$ cat config.mk
export PLATFORM = sky130hd
export DESIGN_NAME = glay_cache_req_arbiter_flat
export DESIGN_NICKNAME = d
export VERILOG_FILES = /design/src/rtl/glay_cache_req_arbiter_pkg.sv /design/src/rtl/glay_cache_req_arbiter_if.sv /design/src/rtl/glay_rr_priority_select.sv /design/src/rtl/glay_cache_req_arbiter.sv /design/src/flat_wrapper.sv
export SDC_FILE = /design/constraint.sdc
export NUM_CORES = 1
export LEC_CHECK = 0
export ABC_CLOCK_PERIOD_IN_PS = 8900
export CAP_MARGIN = 20
export CORE_AREA = 4 4 160 162
export DETAILED_ROUTE_END_ITERATION = 10
export DIE_AREA = 0 0 164 166
export PLACE_DENSITY = 0.71
export SYNTH_ARGS = -nofsm -noshare
export SYNTH_HDL_FRONTEND = slang
export SYNTH_SLANG_ARGS = --single-unit
$ cat constraint.sdc
create_clock -name ap_clk -period 8.9 [get_ports ap_clk]
set_clock_uncertainty 0.2 [all_clocks]
set_input_delay 1.335 -clock ap_clk [delete_from_list [all_inputs] [get_ports ap_clk]]
set_output_delay 1.335 -clock ap_clk [all_outputs]
set_load 0.01 [all_outputs]
$ cat src/rtl/glay_cache_req_arbiter_pkg.sv
// ---------------------------------------------------------------------------
// Shared definitions for the compute-unit cache request arbiter.
//
// GLAY_GLOBALS_PKG : compute-unit wide widths (PE count, cache front-end
//                    address/data/strobe widths).
// GLAY_REQ_PKG     : arbiter FSM state enum, latched request struct and the
//                    default watchdog limit used with GLAY_CACHE_ARB_TIMEOUT_EN.
// ---------------------------------------------------------------------------
package GLAY_GLOBALS_PKG;
    localparam int NUM_GRAPH_PE          = 4;
    localparam int CACHE_FRONTEND_ADDR_W = 32;
    localparam int CACHE_FRONTEND_DATA_W = 32;
    localparam int CACHE_FRONTEND_NBYTES = CACHE_FRONTEND_DATA_W / 8;
endpackage

package GLAY_REQ_PKG;
    import GLAY_GLOBALS_PKG::*;

    localparam int CACHE_ARB_TIMEOUT_CYCLES = 4096;

    typedef enum logic [1:0] {
        IDLE = 2'd0,
        BUSY = 2'd1,
        RESP = 2'd2
    } cache_arb_state_t;

    // Request as latched at grant time; held stable for the whole transaction.
    typedef struct packed {
        logic [CACHE_FRONTEND_ADDR_W-1:0] addr;
        logic [CACHE_FRONTEND_DATA_W-1:0] wdata;
        logic [CACHE_FRONTEND_NBYTES-1:0] wstrb;
    } CacheArbRequest;
endpackage

$ cat src/rtl/glay_cache_req_arbiter_if.sv
// ---------------------------------------------------------------------------
// Bus bundle between the per-PE requesters, the arbiter and the cache front
// end.
//   req_*   : packed per-requester request ports (requester i at slice i),
//             plus one-hot ready/grant and shared read data back.
//   cache_* : single blocking cache request port.
// Modports:
//   master : arbiter view (consumes requests, drives the cache port).
//   slave  : environment view (requesters and cache).
// ---------------------------------------------------------------------------
interface glay_cache_req_arbiter_if #(
    parameter int NUM_REQ = GLAY_GLOBALS_PKG::NUM_GRAPH_PE,
    parameter int ADDR_W  = GLAY_GLOBALS_PKG::CACHE_FRONTEND_ADDR_W,
    parameter int DATA_W  = GLAY_GLOBALS_PKG::CACHE_FRONTEND_DATA_W,
    parameter int NBYTES  = GLAY_GLOBALS_PKG::CACHE_FRONTEND_NBYTES
);
    logic [NUM_REQ-1:0]        req_valid;
    logic [NUM_REQ*ADDR_W-1:0] req_addr;
    logic [NUM_REQ*DATA_W-1:0] req_wdata;
    logic [NUM_REQ*NBYTES-1:0] req_wstrb;
    logic [NUM_REQ-1:0]        req_ready;
    logic [DATA_W-1:0]         req_rdata;
    logic [NUM_REQ-1:0]        req_grant;

    logic                      cache_valid;
    logic [ADDR_W-1:0]         cache_addr;
    logic [DATA_W-1:0]         cache_wdata;
    logic [NBYTES-1:0]         cache_wstrb;
    logic [DATA_W-1:0]         cache_rdata;
    logic                      cache_ready;

    modport master (
        input  req_valid, req_addr, req_wdata, req_wstrb,
        input  cache_rdata, cache_ready,
        output req_ready, req_rdata, req_grant,
        output cache_valid, cache_addr, cache_wdata, cache_wstrb
    );

    modport slave (
        output req_valid, req_addr, req_wdata, req_wstrb,
        output cache_rdata, cache_ready,
        input  req_ready, req_rdata, req_grant,
        input  cache_valid, cache_addr, cache_wdata, cache_wstrb
    );
endinterface

$ cat src/rtl/glay_rr_priority_select.sv
// ---------------------------------------------------------------------------
// Combinational cyclic first-set search: finds the first set bit of i_valid
// at or after position i_ptr, wrapping from NUM_REQ-1 back to 0.
// Ports:
//   i_valid : request vector
//   i_ptr   : search start position (must be < NUM_REQ)
//   o_grant : one-hot winner (all zero when nothing is valid)
//   o_idx   : winner index (0 when nothing is valid)
//   o_any   : at least one request is valid
// ---------------------------------------------------------------------------
module glay_rr_priority_select #(
    parameter int NUM_REQ = 4,
    parameter int PTR_W   = 2
) (
    input  logic [NUM_REQ-1:0] i_valid,
    input  logic [PTR_W-1:0]   i_ptr,
    output logic [NUM_REQ-1:0] o_grant,
    output logic [PTR_W-1:0]   o_idx,
    output logic               o_any
);

    // Walk NUM_REQ positions starting at i_ptr; the first hit wins.
    always_comb begin
        int              w_pos;
        logic [PTR_W-1:0] w_pos_idx;
        o_grant   = '0;
        o_idx     = '0;
        o_any     = 1'b0;
        w_pos     = 0;
        w_pos_idx = '0;
        for (int k = 0; k < NUM_REQ; k++) begin
            w_pos = int'(i_ptr) + k;
            if (w_pos >= NUM_REQ) begin
                w_pos = w_pos - NUM_REQ;
            end else begin
                w_pos = w_pos;
            end
            w_pos_idx = PTR_W'(w_pos);
            if (!o_any && i_valid[w_pos_idx]) begin
                o_any              = 1'b1;
                o_grant[w_pos_idx] = 1'b1;
                o_idx              = w_pos_idx;
            end else begin
                o_any = o_any;
            end
        end
    end

endmodule

$ cat src/rtl/glay_cache_req_arbiter.sv
// ---------------------------------------------------------------------------
// Round-robin arbiter/sequencer sharing the single blocking cache front end
// among NUM_REQ engine requesters. One request is in flight at a time:
// IDLE (arbitrate) -> BUSY (cache_valid held until cache_ready) -> RESP
// (one-cycle req_ready pulse with read data) -> IDLE.
//
// Ports:
//   ap_clk, ap_rst_n : clock, synchronous active-low reset
//   arb_enable       : allow new grants (in-flight work always completes)
//   arb_idle         : FSM in IDLE with nothing in flight
//   bus              : request/cache bundle, master modport
//   arb_timeout      : sticky watchdog flag (only with the macro below)
//
// Optional feature macro: GLAY_CACHE_ARB_TIMEOUT_EN
//   Counts BUSY cycles per transaction; when the count reaches
//   TIMEOUT_CYCLES the sticky arb_timeout flag sets. The transaction keeps
//   waiting for the cache.
// ---------------------------------------------------------------------------
module glay_cache_req_arbiter
    import GLAY_GLOBALS_PKG::*;
    import GLAY_REQ_PKG::*;
#(
    parameter int NUM_REQ        = NUM_GRAPH_PE,
    parameter int ADDR_W         = CACHE_FRONTEND_ADDR_W,
    parameter int DATA_W         = CACHE_FRONTEND_DATA_W,
    parameter int NBYTES         = CACHE_FRONTEND_NBYTES,
    parameter int TIMEOUT_CYCLES = CACHE_ARB_TIMEOUT_CYCLES
) (
    input  logic ap_clk,
    input  logic ap_rst_n,
    input  logic arb_enable,
    output logic arb_idle,
`ifdef GLAY_CACHE_ARB_TIMEOUT_EN
    output logic arb_timeout,
`endif
    glay_cache_req_arbiter_if.master bus
);

    localparam int               PTR_W    = (NUM_REQ > 1) ? $clog2(NUM_REQ) : 1;
    localparam logic [PTR_W-1:0] LAST_IDX = PTR_W'(NUM_REQ - 1);

    cache_arb_state_t   r_state, w_state_nxt;
    logic [PTR_W-1:0]   r_rr_ptr, w_rr_ptr_nxt;
    logic [NUM_REQ-1:0] r_grant, w_grant_nxt;
    logic [NUM_REQ-1:0] r_ready, w_ready_nxt;
    logic [DATA_W-1:0]  r_rdata, w_rdata_nxt;
    logic               r_cache_valid, w_cache_valid_nxt;
    logic               r_idle, w_idle_nxt;
    CacheArbRequest     r_req, w_req_nxt;

    logic [NUM_REQ-1:0] w_sel_grant;
    logic [PTR_W-1:0]   w_sel_idx;
    logic               w_any_valid;
    logic [ADDR_W-1:0]  w_sel_addr;
    logic [DATA_W-1:0]  w_sel_wdata;
    logic [NBYTES-1:0]  w_sel_wstrb;

    glay_rr_priority_select #(
        .NUM_REQ (NUM_REQ),
        .PTR_W   (PTR_W)
    ) u_select (
        .i_valid (bus.req_valid),
        .i_ptr   (r_rr_ptr),
        .o_grant (w_sel_grant),
        .o_idx   (w_sel_idx),
        .o_any   (w_any_valid)
    );

    assign w_sel_addr  = bus.req_addr[int'(w_sel_idx)*ADDR_W +: ADDR_W];
    assign w_sel_wdata = bus.req_wdata[int'(w_sel_idx)*DATA_W +: DATA_W];
    assign w_sel_wstrb = bus.req_wstrb[int'(w_sel_idx)*NBYTES +: NBYTES];

    // Next-state and next-output logic; every output comes from a register.
    always_comb begin
        w_state_nxt       = r_state;
        w_rr_ptr_nxt      = r_rr_ptr;
        w_grant_nxt       = r_grant;
        w_ready_nxt       = '0;
        w_rdata_nxt       = r_rdata;
        w_cache_valid_nxt = r_cache_valid;
        w_req_nxt         = r_req;
        case (r_state)
            IDLE: begin
                if (arb_enable && w_any_valid) begin
                    w_state_nxt       = BUSY;
                    w_grant_nxt       = w_sel_grant;
                    w_cache_valid_nxt = 1'b1;
                    w_rr_ptr_nxt      = (w_sel_idx == LAST_IDX) ? '0 : w_sel_idx + PTR_W'(1);
                    w_req_nxt.addr    = CACHE_FRONTEND_ADDR_W'(w_sel_addr);
                    w_req_nxt.wdata   = CACHE_FRONTEND_DATA_W'(w_sel_wdata);
                    w_req_nxt.wstrb   = CACHE_FRONTEND_NBYTES'(w_sel_wstrb);
                end else begin
                    w_state_nxt       = IDLE;
                    w_grant_nxt       = '0;
                    w_cache_valid_nxt = 1'b0;
                end
            end
            BUSY: begin
                if (bus.cache_ready) begin
                    w_state_nxt       = RESP;
                    w_rdata_nxt       = bus.cache_rdata;
                    w_ready_nxt       = r_grant;
                    w_grant_nxt       = '0;
                    w_cache_valid_nxt = 1'b0;
                end else begin
                    w_state_nxt       = BUSY;
                end
            end
            RESP: begin
                w_state_nxt       = IDLE;
                w_grant_nxt       = '0;
                w_cache_valid_nxt = 1'b0;
            end
            default: begin
                w_state_nxt       = IDLE;
                w_grant_nxt       = '0;
                w_cache_valid_nxt = 1'b0;
            end
        endcase
    end

    assign w_idle_nxt = (w_state_nxt == IDLE);

    // State and output registers with synchronous active-low reset.
    always_ff @(posedge ap_clk) begin
        if (!ap_rst_n) begin
            r_state       <= IDLE;
            r_rr_ptr      <= '0;
            r_grant       <= '0;
            r_ready       <= '0;
            r_rdata       <= '0;
            r_cache_valid <= 1'b0;
            r_idle        <= 1'b1;
            r_req         <= '0;
        end else begin
            r_state       <= w_state_nxt;
            r_rr_ptr      <= w_rr_ptr_nxt;
            r_grant       <= w_grant_nxt;
            r_ready       <= w_ready_nxt;
            r_rdata       <= w_rdata_nxt;
            r_cache_valid <= w_cache_valid_nxt;
            r_idle        <= w_idle_nxt;
            r_req         <= w_req_nxt;
        end
    end

    assign arb_idle        = r_idle;
    assign bus.req_grant   = r_grant;
    assign bus.req_ready   = r_ready;
    assign bus.req_rdata   = r_rdata;
    assign bus.cache_valid = r_cache_valid;
    assign bus.cache_addr  = ADDR_W'(r_req.addr);
    assign bus.cache_wdata = DATA_W'(r_req.wdata);
    assign bus.cache_wstrb = NBYTES'(r_req.wstrb);

`ifdef GLAY_CACHE_ARB_TIMEOUT_EN
    localparam int             CNT_W   = $clog2(TIMEOUT_CYCLES + 1);
    localparam logic [CNT_W-1:0] CNT_MAX = CNT_W'(TIMEOUT_CYCLES);

    logic [CNT_W-1:0] r_to_cnt, w_to_cnt_nxt;
    logic             r_timeout, w_timeout_nxt;

    // BUSY-cycle watchdog: clear on grant, count while BUSY, saturate at limit.
    always_comb begin
        w_to_cnt_nxt  = r_to_cnt;
        w_timeout_nxt = r_timeout;
        if (r_state == IDLE && w_state_nxt == BUSY) begin
            w_to_cnt_nxt = '0;
        end else if (r_state == BUSY && r_to_cnt != CNT_MAX) begin
            w_to_cnt_nxt = r_to_cnt + CNT_W'(1);
        end else begin
            w_to_cnt_nxt = r_to_cnt;
        end
        if (r_state == BUSY && w_to_cnt_nxt == CNT_MAX) begin
            w_timeout_nxt = 1'b1;
        end else begin
            w_timeout_nxt = r_timeout;
        end
    end

    // Watchdog registers; the flag is sticky until reset.
    always_ff @(posedge ap_clk) begin
        if (!ap_rst_n) begin
            r_to_cnt  <= '0;
            r_timeout <= 1'b0;
        end else begin
            r_to_cnt  <= w_to_cnt_nxt;
            r_timeout <= w_timeout_nxt;
        end
    end

    assign arb_timeout = r_timeout;
`endif

endmodule

$ cat src/flat_wrapper.sv
// flat-port wrapper written by rule: the top's interface ports become plain ports
module glay_cache_req_arbiter_flat import GLAY_GLOBALS_PKG::*; import GLAY_REQ_PKG::*;
#(
    parameter int NUM_REQ        = NUM_GRAPH_PE,
    parameter int ADDR_W         = CACHE_FRONTEND_ADDR_W,
    parameter int DATA_W         = CACHE_FRONTEND_DATA_W,
    parameter int NBYTES         = CACHE_FRONTEND_NBYTES,
    parameter int TIMEOUT_CYCLES = CACHE_ARB_TIMEOUT_CYCLES
)
  (ap_clk, ap_rst_n, arb_enable, arb_idle, bus_req_valid, bus_req_addr, bus_req_wdata, bus_req_wstrb, bus_cache_rdata, bus_cache_ready, bus_req_ready, bus_req_rdata, bus_req_grant, bus_cache_valid, bus_cache_addr, bus_cache_wdata, bus_cache_wstrb);
  glay_cache_req_arbiter_if #(.NUM_REQ(NUM_REQ), .ADDR_W(ADDR_W), .DATA_W(DATA_W), .NBYTES(NBYTES)) bus_i ();
  input  logic ap_clk;
  input  logic ap_rst_n;
  input  logic arb_enable;
  output logic arb_idle;
  input wire logic [$bits(bus_i.req_valid)-1:0] bus_req_valid;
  input wire logic [$bits(bus_i.req_addr)-1:0] bus_req_addr;
  input wire logic [$bits(bus_i.req_wdata)-1:0] bus_req_wdata;
  input wire logic [$bits(bus_i.req_wstrb)-1:0] bus_req_wstrb;
  input wire logic [$bits(bus_i.cache_rdata)-1:0] bus_cache_rdata;
  input wire logic [$bits(bus_i.cache_ready)-1:0] bus_cache_ready;
  output wire logic [$bits(bus_i.req_ready)-1:0] bus_req_ready;
  output wire logic [$bits(bus_i.req_rdata)-1:0] bus_req_rdata;
  output wire logic [$bits(bus_i.req_grant)-1:0] bus_req_grant;
  output wire logic [$bits(bus_i.cache_valid)-1:0] bus_cache_valid;
  output wire logic [$bits(bus_i.cache_addr)-1:0] bus_cache_addr;
  output wire logic [$bits(bus_i.cache_wdata)-1:0] bus_cache_wdata;
  output wire logic [$bits(bus_i.cache_wstrb)-1:0] bus_cache_wstrb;
  assign bus_i.req_valid = bus_req_valid;
  assign bus_i.req_addr = bus_req_addr;
  assign bus_i.req_wdata = bus_req_wdata;
  assign bus_i.req_wstrb = bus_req_wstrb;
  assign bus_i.cache_rdata = bus_cache_rdata;
  assign bus_i.cache_ready = bus_cache_ready;
  assign bus_req_ready = bus_i.req_ready;
  assign bus_req_rdata = bus_i.req_rdata;
  assign bus_req_grant = bus_i.req_grant;
  assign bus_cache_valid = bus_i.cache_valid;
  assign bus_cache_addr = bus_i.cache_addr;
  assign bus_cache_wdata = bus_i.cache_wdata;
  assign bus_cache_wstrb = bus_i.cache_wstrb;
  glay_cache_req_arbiter #(.NUM_REQ(NUM_REQ), .ADDR_W(ADDR_W), .DATA_W(DATA_W), .NBYTES(NBYTES), .TIMEOUT_CYCLES(TIMEOUT_CYCLES)) u_core (.ap_clk(ap_clk), .ap_rst_n(ap_rst_n), .arb_enable(arb_enable), .arb_idle(arb_idle), .bus(bus_i));
endmodule
# Word level (Yosys, flattened, before mapping)

Index checks and enable logic that the tools add are counted.

Register bits after elaboration: 114
Latch bits: 0
RAM bits: 0
ROM bits: 0
Bits of input ports: 312
Output and inout port bits: 110
Logic and storage cells: 97
Memories kept: 0

$add $sub $neg: 8
$mul: 0
Divide/modulo/power cells: 0
$lt $le $gt $ge: 12
Eq/ne operators: 3
Shift operators: 3
Mux-type cells: 42
Bitwise gates (word level): 3
Reductions and logical operators: 16

Operators by type and width:

| kind                | count |
|---|---|
| $shiftx 128x8->32   | 2 |
| $mux 4              | 6 |
| $mux 2              | 10 |
| $shiftx 16x5->4     | 1 |
| $mux 1              | 15 |
| $lt 2x3->1 const B  | 4 |
| $or 4x4->4          | 3 |
| $ge 3x3->1 const B  | 3 |
| $bmux 1 s2          | 4 |
| $demux 1 s2         | 4 |
| $ge 2x1->1 const B  | 4 |
| $logic_and 1x1->1   | 8 |
| $pmux 4 s2          | 1 |
| $sub 2x1->2 const B | 4 |
| $add 2x2->3 const B | 2 |
| $logic_not 2->1     | 2 |
| $pmux 2 s2          | 1 |
| $reduce_and 2->1    | 2 |
| $add 2x1->3 const B | 1 |
| $ge 2x3->1 const B  | 1 |
| $logic_not 1->1     | 3 |
| $reduce_and 3->1    | 1 |
| $add 2x1->2 const B | 1 |
| $eq 2x1->1 const B  | 1 |
| 3 further kinds     | 3 |

# Logic depth before layout (Yosys ltp)

Depth after elaboration: 18
Gate-level depth with buffers: 15
Gate-level depth less buffers: 8

# Hierarchy

From an unflattened synthesis, not the netlist that was laid out.

Cell total of the unflattened synthesis: 466
Area, all modules: 5,770.5 µm²

Modules (own cells, without submodules):

| module                  | times used | cells each | area an instance (µm²) | seq. area each (µm²) |
|---|---|---|---|---|
| glay_cache_req_arbiter  | 1          | 421        | 5,348.9                | 2,282.2 |
| glay_rr_priority_select | 1          | 45         | 421.7                  | 0.0 |

# Worst setup path before layout

No wires, ideal clock.

Path kind: input-to-reg
Start: in bus_req_valid[1]
End: reg u_core.r_req (netlist bit u_core.bus.cache_wdata[13])
Library setup time: 0.122 ns
Arrival time: 3.670 ns
Data required time: 8.578 ns
Path slack: 4.908 ns
Cell stages on the path: 11
Buffers on the path: 5
Path through: clkbuf_1 -> mux4_2 -> nor2b_1 -> buf_2 -> o21a_1 -> buf_2 -> nor2_2 -> buf_4 -> buf_6 -> mux2_1 -> a221o_1

Cells in the longest elaborated chain, start to end: 14
Elaborated cells on any way between the ends: 25
Classes of those cells: 1 x shift; 16 x mux; 8 x reduce/logical

Ends and longest elaborated chain:

| what                                                | RTL line                      | text |
|---|---|---|
| start, declared                                     | flat_wrapper.sv:16            | `input wire logic [$bits(bus_i.req_valid)-1:0] bus_req_valid;` |
| branches (longest 14 deep; another with $bmux 1 s2) | -                             |  |
| end signal, assigned                                | glay_cache_req_arbiter.sv:143 | `r_req <= w_req_nxt;` |
| end, declared                                       | glay_cache_req_arbiter.sv:49  | `CacheArbRequest r_req, w_req_nxt;` |

Several ways; the timed one is not identified. The select of a mux whose other input is x is not followed.
A chain may end at the register's enable or synchronous reset.

# Final worst setup path

Start: reg u_core.r_rr_ptr[0]
End: reg u_core.r_req (netlist bit u_core.bus.cache_addr[10])

Cells in the longest elaborated chain, start to end: 16
Elaborated cells on any way between the ends: 40
Classes of those cells: 7 x add/sub; 4 x order compare; 1 x shift; 20 x mux; 8 x reduce/logical

Ends and longest elaborated chain:

| what                                                 | RTL line                      | text |
|---|---|---|
| start, declared                                      | glay_cache_req_arbiter.sv:43  | `logic [PTR_W-1:0] r_rr_ptr, w_rr_ptr_nxt;` |
| start signal, assigned                               | glay_cache_req_arbiter.sv:137 | `r_rr_ptr <= w_rr_ptr_nxt;` |
| branches (longest 16 deep; another with $add 2x1->3) | -                             |  |

Several ways; the timed one is not identified. The select of a mux whose other input is x is not followed.

==> results_dict.tcl <==
set metrics [dict create \
    drc 0 \
    die_w_um 164 \
    hold_viol_final 0 \
    cts-htree-levels 4 \
    floorplan.initialDensity 0.270 \
    clkTransAtPathRegs_ns 0.06 \
    hold_path_class "flip-flop to flip-flop" \
    yosys-top-cells-count "sky130_fd_sc_hd__nor2_1 (146), sky130_fd_sc_hd__dfxtp_1 (114), sky130_fd_sc_hd__nand2_1 (73), sky130_fd_sc_hd__nor4_1 (69)" \
    worst_slew_pin_slew_ns 0.948 \
    critical_path.cell_chain "inv_1 -> ha_1 -> mux4_2 -> nor2b_1 -> nor4_4 -> nor2_4 -> buf_4 -> mux2_2 -> a221o_1" \
    critPathLaunchType "flip-flop" \
    synth.area.top_cells "sky130_fd_sc_hd__dfxtp_1 (35%), sky130_fd_sc_hd__a221o_1 (10%), sky130_fd_sc_hd__mux2_2 (10%), sky130_fd_sc_hd__nor2_1 (8.4%), sky130_fd_sc_hd__nor4_1 (6.6%)" \
    min_period_over_period 0.599 \
    max-vdd-ir-drop_mv 0.104 \
    ant_nets 0 \
    final_cells 1507 \
    yosys_register_bits 114 \
    vias_per_cell 5.13 \
    drt-met1-wl_mm 11.3 \
    cts_tree "yes" \
    synthDominantAreaCellType "sky130_fd_sc_hd__dfxtp_1" \
    grt_usage 0.201 \
    dieHeight_um 166 \
    max_cap_violations 0 \
    detailroute.via_count 7737 \
    detailedRoute.firstIterationViolations 558 \
    first_pass_iters 5 \
    layout.core_utilization 0.479 \
    p_per_area_nw_per_um2 181 \
    crit_path_max_incr_delay_ns 0.86 \
    synth.most_common_cell "sky130_fd_sc_hd__nor2_1" \
    max_clock_freq_ghz 0.187 \
    wl_met3_mm 3.00 \
    critical-path-slowest-cell "sky130_fd_sc_hd__dfxtp_1" \
    wl_per_cell_um 19.5 \
    area_growth_pct 77.1 \
    critical_path_class "flip-flop to flip-flop" \
    static-leakage-power_nw 4.22 \
    fin_tns_setup_ns 0 \
    floorplan.core_area_um2 24100 \
    drv_slew 0 \
    synth_edf_count 0 \
    clkSinkCount 114 \
    die_area_um2 27200 \
    placedCellCount 1474 \
    num_io_pins 422 \
    rsz0062_at_grt "false" \
    grt.overflow.total 0 \
    cts_root_buffer "sky130_fd_sc_hd__clkbuf_16" \
    post_cts.repair.setup_buffers 0 \
    crit_arrival_ns 5.42 \
    outcome "finished clean" \
    wl_met2_mm 14.2 \
    antenna_violations_before_repair 1 \
    setup_viol_count_final 0 \
    synthesis.instances 798 \
    period_needed_ns 5.33 \
    via_count_of_the_first_global_routing_pass 7582 \
    netlist-cell-type-count 45 \
    critical_path_peak_fanout 47 \
    syn_nets 1118 \
    dp.final_hpwl_mm 21.0 \
    holdBufCountCts 0 \
    clkLatencyLatePin_ns 0.40 \
    slew_headroom 0.368 \
    critical_path.n_buffers_inverters 2 \
    syn_avg_cell_area_um2 8.16 \
    critical-path-top-delay-family "simple AND/OR/NAND/NOR gates" \
    mappedNetlistArea_um2 6510 \
    postSynth.topFlopCell "sky130_fd_sc_hd__dfxtp_1" \
    rows 57 \
    numPortBuffers 421 \
    total_of_fill_cells_in_the_finished_design 2373 \
    hold_ws_ns 0.261 \
    yosysWarningCount 0 \
    grt_start_max_net_pins 70 \
    post_synthesis_async_set_or_reset_flop_share 0 \
    critical_path_capture_point_type "flip-flop" \
    clock_path_buffers 2 \
    portion_of_synthesized_cell_area_occupied_by_the_leading_cell_type 0.350 \
    critical_path_required_ns 8.99 \
    design.final.nets 1489 \
    grt_first_pass_wirelength_mm 43.1 \
    final_layout_size_suffix_gt1_frac 0.0956 \
    numCtsBuffers 17 \
    route.top_layer_used "met4" \
    totalWireLength_mm 29.4 \
    post_cts_resized 0 \
    routabilityCongestion 0.876 \
    synth-seq-area-share 0.350 \
]
==> cells by family (layout without fill, tap and decap cells) <==
group	Yosys count	after routing	synth area share
multiplexers	75	75	0.132
flip-flops	114	114	0.350
XOR/XNOR	1	1	0.00134
adder cells (fa/ha/maj)	8	8	0.0154
buffers and inverters	87	471	0.0544
other	0	1	0
AO/OA/AOI/OAI	133	133	0.175
AND/OR/NAND/NOR	380	380	0.271
==> through the flow <==
| stage | setup slack, ns | power, mW | cell area [um^2] |
|---|---|---|---|
| global route | 3.24 | 2.19 | 11500 |
| floorplan | 4.91 | 1.03 | 6510 |
| detailed placement | 3.17 | 1.40 | 10900 |
| CTS | 3.51 | 2.12 | 11500 |
| global placement | 3.23 | 1.39 | 10900 |
| finish | 3.57 | 2.09 | 11500 |
==> power breakdown <==
part / switching [mW] / total [mW] / internal (mW)
logic: 0.364 / 0.774 / 0.410
clock network: 0.277 / 0.700 / 0.423
registers: 0.0432 / 0.616 / 0.573
==> per-layer routing <==
| metal | vias to the layer above | track usage |
|---|---|---|
| li1 | 3672 | - |
| met1 | 3633 | 0.228 |
| met2 | 387 | 0.344 |
| met3 | 45 | 0.0715 |
| met4 | 0 | 0.0788 |
| met5 | - | 0 |
==> registers in the layout, summed over array words and instances, names as in the netlist <==
name and count:
u_core.bus.req_rdata 32, u_core.bus.cache_wdata 32, u_core.bus.cache_wstrb 4, u_core.bus.cache_valid 1, u_core.r_state 2, u_core.bus.req_grant 4, u_core.bus.req_ready 4, u_core.arb_idle 1
u_core.bus.cache_addr 32, u_core.r_rr_ptr 2
==> final timing paths <==
kind,from,endpoint,slack (ns),depth (start not counted)
worst min-delay path,u_core.bus.req_rdata[12],u_core.bus.req_rdata[12],0.26,2
worst min register to register,u_core.bus.req_rdata[12],u_core.bus.req_rdata[12],0.26,2
worst max register to register,u_core.r_rr_ptr[0],u_core.bus.cache_addr[10],3.57,9
worst max-delay path,u_core.r_rr_ptr[0],u_core.bus.cache_addr[10],3.57,9
==> cell type report <==
| cell class | instances | area [um^2] | area share |
|---|---|---|---|
| clock inverter | 14 | 155 | 0.0134 |
| clock buffer | 18 | 439 | 0.0381 |
| sequential | 114 | 2280 | 0.198 |
| tap | 324 | 405 | 0.0351 |
| timing repair buffer | 433 | 4320 | 0.375 |
| antenna | 1 | 2.50 | 0.000217 |
| multi-input combinational | 597 | 3910 | 0.339 |
| inverter | 6 | 22.5 | 0.00195 |
==> worst register-to-register path: cells and delay by family (launching register included) <==
kind | cells | cell delay, ns
AOI/OAI and AO/OA | 1 | 0.32
adders and majority gates | 1 | 0.55
buffers and inverters | 2 | 1.00
DFF | 1 | 0.86
muxes | 2 | 0.88
and+or+nand+nor | 3 | 1.40
==> cells in the final DEF (no fill, tap or decap), types with 6 or more instances in the layout <==
cell and count:
sky130_fd_sc_hd__clkdlybuf4s50_1 421, sky130_fd_sc_hd__nor2_1 146, sky130_fd_sc_hd__dfxtp_1 114, sky130_fd_sc_hd__nand2_1 73, sky130_fd_sc_hd__nor4_1 69, sky130_fd_sc_hd__nor3_1 67, sky130_fd_sc_hd__a221o_1 67, sky130_fd_sc_hd__mux2_2 58
sky130_fd_sc_hd__a21boi_0 33, sky130_fd_sc_hd__clkbuf_16 17, sky130_fd_sc_hd__buf_4 11, sky130_fd_sc_hd__mux2_1 10, sky130_fd_sc_hd__o21ai_0 8, sky130_fd_sc_hd__ha_1 8, sky130_fd_sc_hd__inv_1 6
Power figures use the tool's default switching activity.
